### config.mk
export PLATFORM = sky130hd
export DESIGN_NAME = jcs_regbank_explorer
export DESIGN_NICKNAME = d
export VERILOG_FILES = /design/src/rtl/jcs_regbank_explorer.sv
export SDC_FILE = /design/constraint.sdc
export NUM_CORES = 1
export LEC_CHECK = 0
export ABC_AREA = 1
export BUFFER_PORTS_ARGS = -buffer_cell sky130_fd_sc_hd__buf_4
export CAP_MARGIN = 20
export CORE_MARGIN = 2
export CORE_UTILIZATION = 40
export DETAILED_ROUTE_END_ITERATION = 10
export SLEW_MARGIN = 40
export SYNTH_ARGS = -nofsm -noshare
export SYNTH_HDL_FRONTEND = slang
export SYNTH_SLANG_ARGS = --single-unit
### constraint.sdc
create_clock -name CLK -period 4.81 [get_ports CLK]
set_clock_uncertainty 0.15 [all_clocks]
set_input_delay 0.7215 -clock CLK [delete_from_list [all_inputs] [get_ports CLK]]
set_output_delay 0.7215 -clock CLK [all_outputs]
set_load 0.005 [all_outputs]
### src/rtl/jcs_regbank_explorer.sv
// Multi-word register bank with EDIT/FILL/SCAN front panel; state updates one cycle after a click, no backpressure.
// Optional JCS_MODE_WRAP_EN makes prev/next mode clicks wrap around instead of saturating.
module jcs_regbank_explorer #(
  parameter int DW       = 8,
  parameter int AW       = 4,
  parameter int SCAN_DIV = 50_000_000
) (
  input  logic          CLK,
  input  logic          reset,
  input  logic [DW-1:0] sw_data,
  input  logic [AW-1:0] sw_addr,
  input  logic          set_click,
  input  logic          ena_click,
  input  logic          prev_click,
  input  logic          next_click,
  output logic [1:0]    mode,
  output logic [DW-1:0] led,
  output logic [AW-1:0] cur_addr,
  output logic          busy,
  output logic [31:0]   word
);

  localparam int DEPTH = 2 ** AW;
  localparam int CW    = (SCAN_DIV > 1) ? $clog2(SCAN_DIV) : 1;
  localparam logic [CW-1:0] TICK_LAST = CW'(SCAN_DIV - 1);
  localparam logic [AW-1:0] PTR_LAST  = AW'(DEPTH - 1);

  typedef enum logic [1:0] {
    M_EDIT = 2'd1,
    M_FILL = 2'd2,
    M_SCAN = 2'd3
  } mode_e;

  mode_e         r_mode;
  mode_e         w_next_mode;
  logic          w_mode_chg;
  logic [DW-1:0] r_mem [DEPTH];
  logic [DW-1:0] r_rd_q;
  logic [DW-1:0] r_seed;
  logic [AW-1:0] r_ptr;
  logic [CW-1:0] r_tick;
  logic          r_busy;
  logic          r_paused;
  logic [DW-1:0] w_fill_dat;

  assign w_fill_dat = r_seed + DW'(r_ptr);

  // prev has priority over next when both arrive together
  always_comb begin
    w_next_mode = r_mode;
    if (prev_click) begin
      case (r_mode)
        M_FILL:  w_next_mode = M_EDIT;
        M_SCAN:  w_next_mode = M_FILL;
`ifdef JCS_MODE_WRAP_EN
        default: w_next_mode = M_SCAN;
`else
        default: w_next_mode = M_EDIT;
`endif
      endcase
    end else if (next_click) begin
      case (r_mode)
        M_EDIT:  w_next_mode = M_FILL;
        M_FILL:  w_next_mode = M_SCAN;
`ifdef JCS_MODE_WRAP_EN
        default: w_next_mode = M_EDIT;
`else
        default: w_next_mode = M_SCAN;
`endif
      endcase
    end
  end

  assign w_mode_chg = !r_busy && (w_next_mode != r_mode);

  always_ff @(posedge CLK) begin
    if (reset) begin
      r_mode   <= M_EDIT;
      for (int i = 0; i < DEPTH; i++) r_mem[i] <= '0;
      r_rd_q   <= '0;
      r_seed   <= '0;
      r_ptr    <= '0;
      r_tick   <= '0;
      r_busy   <= 1'b0;
      r_paused <= 1'b0;
    end else if (w_mode_chg) begin
      r_mode   <= w_next_mode;
      r_ptr    <= '0;
      r_tick   <= '0;
      r_paused <= 1'b0;
    end else begin
      case (r_mode)
        M_EDIT: begin
          if (set_click) r_mem[sw_addr] <= sw_data;
          if (ena_click) r_rd_q <= r_mem[sw_addr];
        end
        M_FILL: begin
          if (r_busy) begin
            r_mem[r_ptr] <= w_fill_dat;
            r_ptr        <= r_ptr + 1'b1;
            if (r_ptr == PTR_LAST) r_busy <= 1'b0;
          end else if (set_click) begin
            r_seed <= sw_data;
            r_ptr  <= '0;
            r_busy <= 1'b1;
          end
        end
        M_SCAN: begin
          if (set_click) r_paused <= !r_paused;
          if (ena_click) begin
            r_ptr  <= '0;
            r_tick <= '0;
          end else if (!r_paused) begin
            if (r_tick == TICK_LAST) begin
              r_tick <= '0;
              r_ptr  <= r_ptr + 1'b1;
            end else begin
              r_tick <= r_tick + 1'b1;
            end
          end
        end
        default: ;
      endcase
    end
  end

  always_comb begin
    mode     = r_mode;
    busy     = r_busy;
    led      = r_mem[r_ptr];
    cur_addr = r_ptr;
    word     = " scn";
    case (r_mode)
      M_EDIT: begin
        led      = r_rd_q;
        cur_addr = sw_addr;
        word     = " edt";
      end
      M_FILL: begin
        if (r_busy) led = w_fill_dat;
        word = r_busy ? " bsy" : " fil";
      end
      default: word = r_paused ? " pau" : " scn";
    endcase
  end

endmodule
# After elaboration in Yosys (flattened, before gate mapping)
# Memories as Yosys holds them, arrays and structs flattened. A register that Yosys moved wholly into a read port is not among the register bits.
# Index checks and enable logic that the tools add are counted.
# classes
add_sub_neg	3
mul	0
div_mod_pow	0
n_lt_le_gt_ge	0
n_eq_ne	10
shifts	0
n_mux	41
n_bitwise	2
n_reduce_logical	13
# ops
operator	n
26-bit two-way mux	3
21-bit one-hot mux with 2 select lines	1
4-bit two-way mux	10
26-bit by 1-bit adder with 26-bit output (second input constant)	1
26-bit equality test (second input constant)	1
8-bit two-way mux	3
19-bit two-way mux	1
18-bit two-way mux	1
1-bit two-way mux	17
8-bit one-hot mux with 2 select lines	1
8-bit OR reduction	2
3-bit inequality test (second input constant)	3
8-bit by 4-bit adder with 8-bit output	1
4-bit one-hot mux with 2 select lines	1
4-bit AND reduction	2
2-bit two-way mux	3
2-bit AND reduction	3
4-bit by 1-bit adder with 4-bit output (second input constant)	1
2-bit equality test (second input constant)	2
4-bit equality test (second input constant)	1
3-bit AND reduction	1
2-bit by 1-bit equality test with 1-bit output (second input constant)	1
1-bit zero test	2
2-bit inequality test	1
5 further kinds	6
# word_totals
reg_bits	42
latchBits	0
mem_bits_rw	128
mem_bits_ro	0
in_bits	18
output_inout_bits	47
elab_cells	76
memories	1
# memory_table
memory	depth	width	rd	rd_ports_with_merged_regs	wr	line	rtl
r_mem	16	8	2	2	16	37	logic [DW-1:0] r_mem [DEPTH];

# Logic depth before layout (Yosys ltp)
# logic_depth
ltp_word	12
depth_mapped	13
mapped_depth_nobuf	13

# Least setup slack after synthesis
# No wires, ideal clock.
# synth_path
path_kind	reg2out
from	register r_mode[0], in the netlist mode[0]
to	output led[0]
t_arrival_ns	1.542
setup_slack_ns	2.397
stages_incl_launch_ff	7
path_buffers	1
path_cell_list	dfxtp_1 -> ha_1 -> clkbuf_1 -> inv_1 -> nor2_1 -> inv_1 -> o221ai_1
# synth_via
elab_chain_cells	2
# synth_rtl
item	line	rtl
start: declaration	34	mode_e r_mode;
start signal: assignment	87	r_mode <= w_next_mode;
2-bit equality test or 2-bit by 1-bit equality test with 1-bit output (tied branches)	133	case (r_mode)
8-bit one-hot mux with 2 select lines (*)	133	
end: declaration	17	output logic [DW-1:0] led,
# Mark *: on every way between the ends. The rest lies on a longest branch, timed or not.

==> summary.md <==
| Metric | Value |
|---|---|
| Outcome | complete, no violations |
| Post-CTS Hold Buffers | 0 |
| Top Layer Used | met4 |
| Tcrit/Tclk final | 75.4% |
| Drt drc | 0 |
| CTS tree | built |
| Worst path slowest cell | inv_1 |
| Worst min-delay path category | flop to flop |
| Chip height | 165 um |
| Port Buffers | 46 |
| Post-placement cell count | 1655 |
| Metal2 WL | 14.4 mm |
| Critical path class | flop to primary output |
| Cell Int Power | 0.00273 W |
| Area grow syn2layout | 10.6% |
| CP endpoint kind | primary output |
| Worst R2R Path Depth | 11 |
| Commonest non-fill, non-tap cells in the layout | nor2_1, nand2_1, inv_1 |
| Total routed wirelength | 30.8 mm |
| Setup Total Neg Slack | 0 ps |
| Root buffer cell | clkbuf_16 |
| Data arrival, critical path | 2760 ps |
| Least-Margin Pin Slew | 730 ps |
| Fillcell total | 2526 |
| Clock buffer depth | 2 |
| Post-CTS Setup Bufs | 0 |
| First-pass GRT wire length | 47.2 mm |
| H-tree depth | 4 |
| Max-slew violations | 0 |
| WP depth | 10 |
| End of the critical path | led[6] |
| CP Launch Type | flop |
| Synth Cell Area | 10400 um2 |
| Reg-to-reg startpoint | mode[0] |
| Seq pwr share | 44.7% |
| Hpwl dp | 21.7 mm |
| Fin crit period | 3630 ps |
| Clock share of power | 35.7% |
| Die area | 27200 um2 |
| Site Rows | 58 |
| Max Clock Freq | 276 MHz |
| Initial core utilization | 40.9% |
| Yosys cell types | 38 |
| WL met1 | 13.2 mm |
| R2R setup slack | 1430 ps |
| Critical path buffers and inverters | 4 |
| Core area | 25300 um2 |
| Multi-input logic area | 4550 um2 |
| Drt pass-1 iters | 5 |
| Switching share of power | 31.4% |
| Commonest non-fill, non-tap cell in the layout | nor2_1 |
| Clock buffer count from CTS | 17 |
| Seq/Total Area, Yosys | 47.5% |
| Crit path max fanout | 26 |
| Drt via density | 5.38 |
| RSZ-0062 raised after global routing | no |
| Critical path's top delay family | buffers and inverters |
| Worst VDD drop | 0.230 mV |
| # diodes | 0 |
| P_sw | 0.00125 W |
| Post-synth EDFFs | 128 |
| Rel. slew slack | 51.1% |
| Post-layout nets | 1374 |
| Final setup vio count | 0 |
| CP peak stage delay | 490 ps |
| Fin cells | 1687 |
| Static leakage | 4.63 nW |
| Routed Antenna Nets | 0 |
| Register Area | 4930 um2 |
| PD cells | 347 nW/um2 |
| Cells along the critical path | buf_4 > inv_1 > buf_4 > a21oi_1 > o21ai_0 > nand3_1 > nand3_1 > nand3_1 > nand2_1 > buf_4 |
| Placer congestion estimate | 0.936 |
| Tot GR Track Use | 23.0% |
| Clock Pin Slew Worst Setup and Hold Paths | 80 ps |
| Grt ovf | 0 |
| CTS resizes | 0 |
| IO Count | 65 |
| Metal3 WL | 2.07 mm |
| Combinational power share | 19.7% |
| Vias | 9072 |
| Main synth FF type | edfxtp_1 |
| Max-cap violations | 0 |
| Clock latency on the worst-skew pair | 440 ps |
| Fraction of layout cells with a size suffix above 1 | 8.99% |
| Register bit count reported by yosys | 182 |
| Post-Synthesis Cells | 1333 |
| Number of global-route vias before repair | 8566 |
| Syn avg cell area | 7.77 um2 |
| Final Hold Viols | 0 |
| Largest net degree at the start of global routing | 70 |
| Num Clock Sinks | 182 |
| Die width | 165 um |
| WL per Instance | 18.3 um |
| Ys async rst share | 0% |
| Initial antenna violation count | 0 |
| Synth Warn # | 0 |
| Critical path required time | 3940 ps |
| Reg2Reg Capture Point | r_mem[0][3] |
| Initial detailed-routing violation count | 1083 |
## area by class of cell
type | instances | area share (%)
Sequential cell | 182 | 43.0
Inverter | 139 | 4.57
Clock buffer | 20 | 4.07
Multi-Input combinational cell | 943 | 39.7
Timing Repair Buffer | 61 | 4.00
Clock inverter | 12 | 1.07
Tap cell | 330 | 3.60
## worst min-delay path by stage
stage                         start         to  slack, ps  depth (start not counted)
after CTS                     reset       busy        340                          2
after global routing          reset       busy        350                          2
after floorplan           r_tick[0]  r_tick[0]        300                          1
final                     r_tick[0]  r_tick[0]        340                          1
after global placement    r_tick[0]  r_tick[0]        320                          1
after detailed placement  r_tick[1]  r_tick[1]        330                          2
## per-stage QoR
stage | utilization (%) | worst slack [ps] | area [um2] | power (W) | hold WS (ps)
floorplan | - | 2400 | 10400 | 0.00228 | 297
global placement | 42.9 | 1600 | 10900 | 0.00258 | 319
detailed placement | 42.9 | 1510 | 10900 | 0.00258 | 331
CTS | 45.2 | 1260 | 11500 | 0.00398 | 340
global route | 45.2 | 1040 | 11500 | 0.00413 | 347
finish | 45.2 | 1180 | 11500 | 0.00397 | 340
## registers in the layout, summed over array words and instances, names as in the netlist, named ones only
signal    cells
r_paused      1
busy          1
r_seed        8
mode          2
r_tick       26
r_mem       128
r_ptr         4
r_rd_q        8
## power groups by stage
stage	Clock [W]	Combinational, W	Sequential [W]
global route	0.00149	0.000864	0.00178
floorplan	0	0.000487	0.00180
finish	0.00142	0.000781	0.00178
global placement	0	0.000770	0.00181
CTS	0.00143	0.000776	0.00177
detailed placement	0	0.000774	0.00181
## routing by layer
| metal | GRT usage [%] | up-vias |
|---|---|---|
| li1 | - | 4437 |
| met1 | 29.8 | 4226 |
| met2 | 37.4 | 344 |
| met3 | 4.02 | 65 |
| met4 | 10.5 | 0 |
| met5 | 0 | - |
## cell usage after synthesis, drive strengths merged, types with 3 or more instances
cell | n | area, um2
a21oi | 86 | 430
buf | 55 | 324
clkbuf | 30 | 113
clkinv | 3 | 11.3
dfxtp | 54 | 1080
edfxtp | 128 | 3840
ha | 11 | 138
inv | 136 | 510
mux2i | 3 | 41.3
nand2 | 239 | 932
nand3 | 104 | 526
nand3b | 3 | 22.5
nand4 | 8 | 50.1
nor2 | 251 | 950
nor3 | 10 | 50.1
o211ai | 53 | 398
o21ai | 118 | 602
o21bai | 3 | 22.5
o221ai | 5 | 43.8
o22ai | 4 | 25.0
xnor2 | 6 | 52.6
xor2 | 13 | 114
## logic make-up (layout without fill, tap and decap cells)
kind of cell / Yosys count / count (layout) / synth area share [%]
AOI/OAI and AO/OA: 274 / 274 / 15.0
other: 2 / 18 / 0.0725
muxes: 4 / 4 / 0.507
DFF: 182 / 182 / 47.5
and+or+nand+nor: 616 / 616 / 24.5
buffers and inverters: 224 / 232 / 9.25
adders and majority gates: 12 / 12 / 1.52
xor gates and xnor gates: 19 / 19 / 1.61
Power figures use the tool's default switching activity.
